### config.mk
export PLATFORM = sky130hd
export DESIGN_NAME = limn2600_cache_ctrl
export DESIGN_NICKNAME = d
export VERILOG_FILES = /design/src/rtl/limn2600_cache_pkg.sv /design/src/rtl/limn2600_cache_array.sv /design/src/rtl/limn2600_cache_ctrl.sv
export SDC_FILE = /design/constraint.sdc
export NUM_CORES = 2
export LEC_CHECK = 0
export CAP_MARGIN = 10
export CORE_ASPECT_RATIO = 0.9
export CORE_MARGIN = 10
export CORE_UTILIZATION = 55
export DETAILED_ROUTE_END_ITERATION = 8
export MAX_ROUTING_LAYER = met4
export PLACE_DENSITY = 0.79
export SLEW_MARGIN = 30
export SYNTH_ARGS = -nofsm -noshare
export SYNTH_HDL_FRONTEND = slang
export SYNTH_SLANG_ARGS = --single-unit
### constraint.sdc
create_clock -name i_clk -period 6.4 [get_ports i_clk]
set_input_delay 1.28 -clock i_clk [delete_from_list [all_inputs] [get_ports i_clk]]
set_output_delay 1.28 -clock i_clk [all_outputs]
set_load 0.01 [all_outputs]
### src/rtl/limn2600_cache_pkg.sv
// Shared types and address-field helpers for the Limn2600 cache controller.
// Offset and index widths assume LINES >= 2 and LINE_WORDS >= 2.
package limn2600_cache_pkg;

    localparam int DEF_LINES      = 16;
    localparam int DEF_LINE_WORDS = 4;

    typedef enum logic [2:0] {
        ST_FLUSH,
        ST_IDLE,
        ST_LOOKUP,
        ST_FILL,
        ST_WRITE,
        ST_DONE
    } state_t;

    function automatic int off_w(input int line_words);
        return $clog2(line_words);
    endfunction

    function automatic int idx_w(input int lines);
        return $clog2(lines);
    endfunction

    function automatic int tag_w(input int lines, input int line_words);
        return 32 - 2 - $clog2(line_words) - $clog2(lines);
    endfunction

endpackage

### src/rtl/limn2600_cache_array.sv
// Tag, valid and data storage: one synchronous read port, a word write port,
// a tag/valid set port for fill completion and a per-index valid clear.
module limn2600_cache_array
    import limn2600_cache_pkg::*;
#(
    parameter int  LINES      = DEF_LINES,
    parameter int  LINE_WORDS = DEF_LINE_WORDS,
    localparam int IDX_W      = idx_w(LINES),
    localparam int OFF_W      = off_w(LINE_WORDS),
    localparam int TAG_W      = tag_w(LINES, LINE_WORDS)
) (
    input  logic             i_clk,
    input  logic [IDX_W-1:0] i_rd_idx,
    input  logic [OFF_W-1:0] i_rd_off,
    output logic             o_rd_valid,
    output logic [TAG_W-1:0] o_rd_tag,
    output logic [31:0]      o_rd_data,
    input  logic             i_wr_en,
    input  logic [IDX_W-1:0] i_wr_idx,
    input  logic [OFF_W-1:0] i_wr_off,
    input  logic [31:0]      i_wr_data,
    input  logic             i_set_en,
    input  logic [IDX_W-1:0] i_set_idx,
    input  logic [TAG_W-1:0] i_set_tag,
    input  logic             i_clr_en,
    input  logic [IDX_W-1:0] i_clr_idx
);

    logic [31:0]      r_data [LINES*LINE_WORDS];
    logic [TAG_W-1:0] r_tag  [LINES];
    logic [LINES-1:0] r_valid;
    logic             r_rd_valid;
    logic [TAG_W-1:0] r_rd_tag;
    logic [31:0]      r_rd_data;

    // Valid bits have no reset: the controller flushes every line after reset.
    always_ff @(posedge i_clk) begin
        r_rd_valid <= r_valid[i_rd_idx];
        r_rd_tag   <= r_tag[i_rd_idx];
        r_rd_data  <= r_data[{i_rd_idx, i_rd_off}];
        if (i_wr_en) begin
            r_data[{i_wr_idx, i_wr_off}] <= i_wr_data;
        end
        if (i_set_en) begin
            r_valid[i_set_idx] <= 1'b1;
            r_tag[i_set_idx]   <= i_set_tag;
        end
        if (i_clr_en) begin
            r_valid[i_clr_idx] <= 1'b0;
        end
    end

    assign o_rd_valid = r_rd_valid;
    assign o_rd_tag   = r_rd_tag;
    assign o_rd_data  = r_rd_data;

endmodule

### src/rtl/limn2600_cache_ctrl.sv
// Direct-mapped, write-through, no-write-allocate cache sequencer between the
// CPU load/store port and the external memory bus.
module limn2600_cache_ctrl
    import limn2600_cache_pkg::*;
#(
    parameter int  LINES      = DEF_LINES,
    parameter int  LINE_WORDS = DEF_LINE_WORDS,
    localparam int IDX_W      = idx_w(LINES),
    localparam int OFF_W      = off_w(LINE_WORDS),
    localparam int TAG_W      = tag_w(LINES, LINE_WORDS)
) (
    input  logic        i_clk,
    input  logic        i_rst,
    input  logic        i_cpu_req,
    input  logic        i_cpu_we,
    input  logic [31:0] i_cpu_addr,
    input  logic [31:0] i_cpu_wdata,
    output logic [31:0] o_cpu_rdata,
    output logic        o_cpu_ready,
    input  logic        i_flush,
    output logic        o_busy,
    output logic        o_mem_req,
    output logic        o_mem_we,
    output logic [31:0] o_mem_addr,
    output logic [31:0] o_mem_wdata,
    input  logic [31:0] i_mem_rdata,
    input  logic        i_mem_ack
);

    state_t           r_state;
    logic [IDX_W-1:0] r_flush_idx;
    logic [OFF_W-1:0] r_fill_cnt;
    logic [31:0]      r_cpu_rdata;
    logic             r_cpu_ready;
    logic             r_busy;
    logic             r_mem_req;
    logic             r_mem_we;
    logic [31:0]      r_mem_addr;
    logic [31:0]      r_mem_wdata;

    logic [OFF_W-1:0] w_off;
    logic [IDX_W-1:0] w_idx;
    logic [TAG_W-1:0] w_tag;
    logic             w_rd_valid;
    logic [TAG_W-1:0] w_rd_tag;
    logic [31:0]      w_rd_data;
    logic             w_hit;
    logic             w_fill_ack;
    logic             w_fill_last;
    logic             w_wr_en;
    logic [OFF_W-1:0] w_wr_off;
    logic [31:0]      w_wr_data;
    logic             w_set_en;
    logic             w_clr_en;
    logic             w_unused_addr;

    // The requester holds the address stable for the whole access.
    assign w_off         = i_cpu_addr[OFF_W+1:2];
    assign w_idx         = i_cpu_addr[OFF_W+IDX_W+1:OFF_W+2];
    assign w_tag         = i_cpu_addr[31:OFF_W+IDX_W+2];
    assign w_unused_addr = ^i_cpu_addr[1:0];

    assign w_hit       = w_rd_valid && (w_rd_tag == w_tag);
    assign w_fill_ack  = (r_state == ST_FILL) && i_mem_ack;
    assign w_fill_last = (r_fill_cnt == OFF_W'(LINE_WORDS - 1));

    // Array writes are suppressed on the reset edge so an abandoned fill
    // cannot mark its line valid.
    assign w_wr_en   = !i_rst && (w_fill_ack ||
                       ((r_state == ST_LOOKUP) && i_cpu_we && w_hit));
    assign w_wr_off  = (r_state == ST_FILL) ? r_fill_cnt : w_off;
    assign w_wr_data = (r_state == ST_FILL) ? i_mem_rdata : i_cpu_wdata;
    assign w_set_en  = !i_rst && w_fill_ack && w_fill_last;
    assign w_clr_en  = (r_state == ST_FLUSH);

    limn2600_cache_array #(
        .LINES      (LINES),
        .LINE_WORDS (LINE_WORDS)
    ) u_array (
        .i_clk      (i_clk),
        .i_rd_idx   (w_idx),
        .i_rd_off   (w_off),
        .o_rd_valid (w_rd_valid),
        .o_rd_tag   (w_rd_tag),
        .o_rd_data  (w_rd_data),
        .i_wr_en    (w_wr_en),
        .i_wr_idx   (w_idx),
        .i_wr_off   (w_wr_off),
        .i_wr_data  (w_wr_data),
        .i_set_en   (w_set_en),
        .i_set_idx  (w_idx),
        .i_set_tag  (w_tag),
        .i_clr_en   (w_clr_en),
        .i_clr_idx  (r_flush_idx)
    );

    always_ff @(posedge i_clk) begin
        if (i_rst) begin
            r_state     <= ST_FLUSH;
            r_flush_idx <= '0;
            r_fill_cnt  <= '0;
            r_cpu_rdata <= '0;
            r_cpu_ready <= 1'b0;
            r_busy      <= 1'b1;
            r_mem_req   <= 1'b0;
            r_mem_we    <= 1'b0;
            r_mem_addr  <= '0;
            r_mem_wdata <= '0;
        end else begin
            r_cpu_ready <= 1'b0;
            case (r_state)
                ST_FLUSH: begin
                    r_flush_idx <= IDX_W'(r_flush_idx + 1);
                    if (r_flush_idx == IDX_W'(LINES - 1)) begin
                        r_state <= ST_IDLE;
                        r_busy  <= 1'b0;
                    end
                end
                ST_IDLE: begin
                    // A request still held during its own ready pulse is not a new one.
                    if (i_flush) begin
                        r_state     <= ST_FLUSH;
                        r_flush_idx <= '0;
                        r_busy      <= 1'b1;
                    end else if (i_cpu_req && !r_cpu_ready) begin
                        r_state <= ST_LOOKUP;
                    end
                end
                ST_LOOKUP: begin
                    if (i_cpu_we) begin
                        r_state     <= ST_WRITE;
                        r_mem_req   <= 1'b1;
                        r_mem_we    <= 1'b1;
                        r_mem_addr  <= {i_cpu_addr[31:2], 2'b00};
                        r_mem_wdata <= i_cpu_wdata;
                    end else if (w_hit) begin
                        r_state     <= ST_IDLE;
                        r_cpu_rdata <= w_rd_data;
                        r_cpu_ready <= 1'b1;
                    end else begin
                        r_state    <= ST_FILL;
                        r_fill_cnt <= '0;
                        r_mem_req  <= 1'b1;
                        r_mem_we   <= 1'b0;
                        r_mem_addr <= {w_tag, w_idx, {OFF_W{1'b0}}, 2'b00};
                    end
                end
                ST_FILL: begin
                    if (i_mem_ack) begin
                        if (r_fill_cnt == w_off) begin
                            r_cpu_rdata <= i_mem_rdata;
                        end
                        if (w_fill_last) begin
                            r_state   <= ST_DONE;
                            r_mem_req <= 1'b0;
                        end else begin
                            r_fill_cnt <= OFF_W'(r_fill_cnt + 1);
                            r_mem_addr <= r_mem_addr + 32'd4;
                        end
                    end
                end
                ST_WRITE: begin
                    if (i_mem_ack) begin
                        r_state     <= ST_DONE;
                        r_mem_req   <= 1'b0;
                        r_mem_we    <= 1'b0;
                        r_cpu_ready <= 1'b1;
                    end
                end
                ST_DONE: begin
                    // Stores arrive with ready already raised; loads raise it here.
                    if (r_cpu_ready) begin
                        r_state <= ST_IDLE;
                    end else begin
                        r_cpu_ready <= 1'b1;
                    end
                end
                default: r_state <= ST_FLUSH;
            endcase
        end
    end

    assign o_cpu_rdata = r_cpu_rdata;
    assign o_cpu_ready = r_cpu_ready;
    assign o_busy      = r_busy;
    assign o_mem_req   = r_mem_req;
    assign o_mem_we    = r_mem_we;
    assign o_mem_addr  = r_mem_addr;
    assign o_mem_wdata = r_mem_wdata;

endmodule

==> impl.org <==
** Status
- Outcome :: finished clean

** Timing
- Count of final max-slew check failures :: 0
- Dividing the final minimum period by the clock period gives 71.6%.
- Final hold analysis gives a worst-case slack of 0.454 ns.
- Setup Skew :: 0.0840 ns
- Min cycle time layout :: 4.58 ns
- Normalized max-slew margin :: 32.9%
- After routing, the total negative slack on setup checks comes to 0 ns.
- Setup slack closes at 1.82 ns.
- Setup violations remaining at the end of the flow were counted as 0.
- The final count of hold timing violations was 0.
- F_max :: 0.218 GHz
- For the pin with the worst max-slew slack, the measured transition is 1.01 ns.
- Unrepaired setup endpoints after global routing :: false

** Yosys
- The synthesized netlist contains 62 unique library cells.
- Mapped Area :: 100000 um^2
- Number of synthesis warnings :: 0
- Post-synth ARST share :: 0%
- Yosys instantiated no cell more often than sky130_fd_sc_hd__edfxtp_1.
- Number of synthesized register bits :: 2612
- Top cell type by total area after synthesis :: sky130_fd_sc_hd__edfxtp_1
- Yosys attributes the largest share of cell area to sky130_fd_sc_hd__edfxtp_1 (73%), sky130_fd_sc_hd__mux4_2 (17%), sky130_fd_sc_hd__dfxtp_1 (3.6%).
- Dominant synthesized flop cell :: sky130_fd_sc_hd__edfxtp_1
- In this run, synthesis inferred 2432 flip-flops with an integrated enable.
- After synthesis, the mean cell area works out to 22.1 um^2.
- Summed over its instances, the top area cell type makes up 73.1% of the synthesized netlist area.
- Synthesis produced a netlist whose cell count is 4518.
- After synthesis, the most frequently instantiated cells are sky130_fd_sc_hd__edfxtp_1 (2432), sky130_fd_sc_hd__mux4_2 (754), sky130_fd_sc_hd__nand2_1 (249).
- Summing the sequential cell areas from Yosys gives 76.7% of the chip area.

** Critical path
- Beginning of the critical path :: i_cpu_addr[10]
- The critical path is of the input pin to register type.
- The worst register-to-register path ends at u_array.r_data[1][15].
- Maximum fanout encountered on the critical timing path :: 18
- The number of cells on the worst reg-to-reg path is 8.
- Among the stages of the critical path, the cell type that occurs most often is sky130_fd_sc_hd__buf_4.
- Worst stage delay on the critical path :: 0.79 ns
- Worst path required time :: 6.94 ns
- Crit path capture type :: register
- Critical path, cell by cell :: clkdlybuf4s50_1 > xnor2_1 > nand4_1 > or4_1 > nor3_2 > buf_4 > o211ai_1 > buf_4 > nor2_4 > buf_12
- The setup check on the worst reg-to-reg path leaves a slack of 2.43 ns.
- Beginning of the worst register-to-register path :: r_state[0]
- Arrival time at the worst endpoint :: 5.12 ns
- Critical Path Source Type :: input pin
- Slowest-stage cell, CP :: sky130_fd_sc_hd__clkdlybuf4s50_1

** Pwr
- In this run switching power makes up 21.7% of total power.
- The worst-case IR drop observed on VDD is 0.000327 V.
- Summing internal, switching and leakage power gives 35.8 mW.
- Summed over all nets, the switching power comes to 7.79 mW.
- Total power per unit cell area :: 311 nW/um^2
- The internal power of the cells totals 28.0 mW.
- The clock network is responsible for 41.8% of the overall power.
- Sequential group share of total power :: 52.7%
- The analysis attributes to cell leakage a power of 35.7 nW.
- Combinational cell fraction of total power :: 5.5%

** Hold path
- For hold timing, the worst endpoint is o_mem_wdata[2].
- Worst min-delay path startpoint :: o_mem_wdata[2]
- HP Class :: register to register
- Along the worst hold path, the cell count comes to 2.

** Clocking
- Deepest clock path buffer count :: 3
- Buffers added to address setup during post-CTS repair amount to 0.
- At the later pin of the worst-skew pair, clock insertion delay measures 0.92 ns.
- CTS tree :: built
- Buffers inserted during clock tree synthesis total 236.
- Hold buffer count at cts :: 0
- Depth of the CTS H-tree :: 4
- Clock transition at the register clock pins on the worst setup and hold paths after CTS :: 0.06 ns
- CTS saw 2612 sinks.
- Clock tree synthesis selected as its root buffer the cell sky130_fd_sc_hd__clkbuf_16.
- Count of instances resized after the clock tree is built :: 0

** Drt
- In this run the top signal layer used is met4.
- Antenna viol nets, final :: 0
- Length of routed wiring on met1 :: 91100 um
- After detailed routing, the met3 layer carries 26300 um of wire.
- Detailed Route Iter0 Violations :: 8224
- The pre-antenna-repair detailed-routing pass consisted of 6 iterations.
- Via total after detailed routing :: 51.9k
- Average wire length per cell after detail routing :: 35.6 um
- Wires add up to 267000 um.
- Total length of routed met2 wires :: 135000 um
- After detailed routing, the number of remaining DRC violations is 0.
- Per-cell via count in the routed design :: 6.91

** Die
- Number of cell rows :: 148
- The die is 424 um tall.
- The floorplan step defined a die boundary enclosing 199000 um^2.
- For this design the top-level I/O count stands at 202.
- Once the floorplan was initialized, standard cells occupied 55.3% of the core.
- The core region is 181000 um^2.
- Floorplan die width :: 469 um

** Finish
- At the end of the flow, the number of nets in the layout was 4996.
- After routing the design area is 115000 um^2.
- The post-route netlist has 29.3% of its cells at a drive strength greater than 1.
- The layout has 11.1k filler cells.
- The area growth from synthesis to layout is 15.2%.

** Global routing
- Number of global-route vias before repair :: 52.6k
- Gr ovfl total :: 0
- Across every metal layer, demand over resource in global routing totals 27.2%.
- Number of antenna violations at the first check in global routing :: 6
- Pin count of the biggest net entering global routing :: 111
- First-pass GRT wire length :: 383000 um

** Placed design
- After legalization and detailed placement, the total HPWL measured 138000 um.
- GP Congestion :: 0.825
- Minimum setup slack after placement :: 1.08 ns
- Quantity of I/O buffers inserted on ports :: 197
- Placed cell areas :: 107000 um^2

** Flow run
- The tool flagged a number of max-cap violations equal to 0.
[cell families (layout without fill, tap and decap cells)]
family / count (synthesis) / in the layout / share of synthesized area (%)
AO/OA/AOI/OAI: 296 / 296 / 2.24
XOR/XNOR: 28 / 28 / 0.245
adder cells (fa/ha/maj): 6 / 6 / 0.0751
buffers and inverters: 277 / 857 / 1.16
flip-flops: 2612 / 2612 / 76.7
multiplexers: 800 / 800 / 17.5
other: 1 / 8 / 0.00375
AND/OR/NAND/NOR: 498 / 498 / 2.15
[cell usage in the layout (no fill, tap or decap), types with 51 or more instances in the layout]
cell,netlist,layout
sky130_fd_sc_hd__buf_4,6,145
sky130_fd_sc_hd__clkbuf_16,0,236
sky130_fd_sc_hd__a22oi_1,69,69
sky130_fd_sc_hd__nor2_4,0,62
sky130_fd_sc_hd__dfxtp_1,180,180
sky130_fd_sc_hd__mux4_2,754,754
sky130_fd_sc_hd__buf_12,0,51
sky130_fd_sc_hd__clkdlybuf4s50_1,0,190
sky130_fd_sc_hd__edfxtp_1,2432,2432
sky130_fd_sc_hd__nor2_1,117,55
sky130_fd_sc_hd__a21oi_1,87,86
sky130_fd_sc_hd__nand2_1,249,218
[critical path: cells and delay by family]
| family | cells | cell delay (ns) |
|---|---|---|
| simple gates | 4 | 1.56 |
| xor+xnor | 1 | 0.51 |
| buf+inv | 4 | 1.60 |
| compound gates | 1 | 0.11 |
[worst max path at each step]
stage	to	slack, ns	cells after the start
finish	u_array.r_data[35][22]	1.82	10
global placement	u_array.r_data[1][19]	1.15	10
floorplan	u_array.r_data[7][0]	1.0	9
CTS	u_array.r_data[35][22]	1.93	10
global route	u_array.r_data[35][30]	1.71	10
detailed placement	u_array.r_data[55][15]	1.08	10
[power groups by stage]
stage / combinational (mW) / clock, mW / sequential [mW]
after floorplan: 1.14 / 0 / 19.2
after global placement: 1.83 / 0 / 19.3
after detailed placement: 1.89 / 0 / 19.3
after CTS: 1.95 / 15.1 / 18.9
after global routing: 2.05 / 15.7 / 18.9
final: 1.97 / 15.0 / 18.9
[cell type report]
type | instances | area [um^2] | share of cell area [%]
multi-input combinational | 1630 | 23000 | 20.0
clock inverter | 171 | 2190 | 1.90
antenna | 6 | 15.0 | 0.0130
timing repair buffer | 395 | 4140 | 3.60
tap | 2400 | 3000 | 2.61
clock buffer | 278 | 6120 | 5.32
sequential | 2612 | 76600 | 66.5
inverter | 13 | 48.8 | 0.0424
[stage by stage]
stage	cells	util (%)
after detailed placement	7049	59.1
after floorplan	4519	-
after global routing	7504	63.7
after CTS	7498	63.7
final	7505	63.7
after global placement	7048	59.0
[sequential cells by signal, indices dropped and copies added, names as in the netlist]
signal	cells
o_mem_wdata	32
o_cpu_ready	1
u_array.r_data	2048
o_mem_addr	30
u_array.r_tag	384
r_fill_cnt	2
u_array.o_rd_valid	1
u_array.o_rd_tag	24
o_mem_req	1
u_array.o_rd_data	32
r_state	3
o_cpu_rdata	32
u_array.r_valid	16
o_busy	1
r_flush_idx	4
o_mem_we	1
[per-layer routing]
layer | vias up | GRT usage (%)
met5 | - | -
met4 | 0 | 12.7
met3 | 772 | 5.08
met2 | 4138 | 43.9
met1 | 27200 | 33.8
li1 | 19800 | -
(Power assumes the default switching activity.)
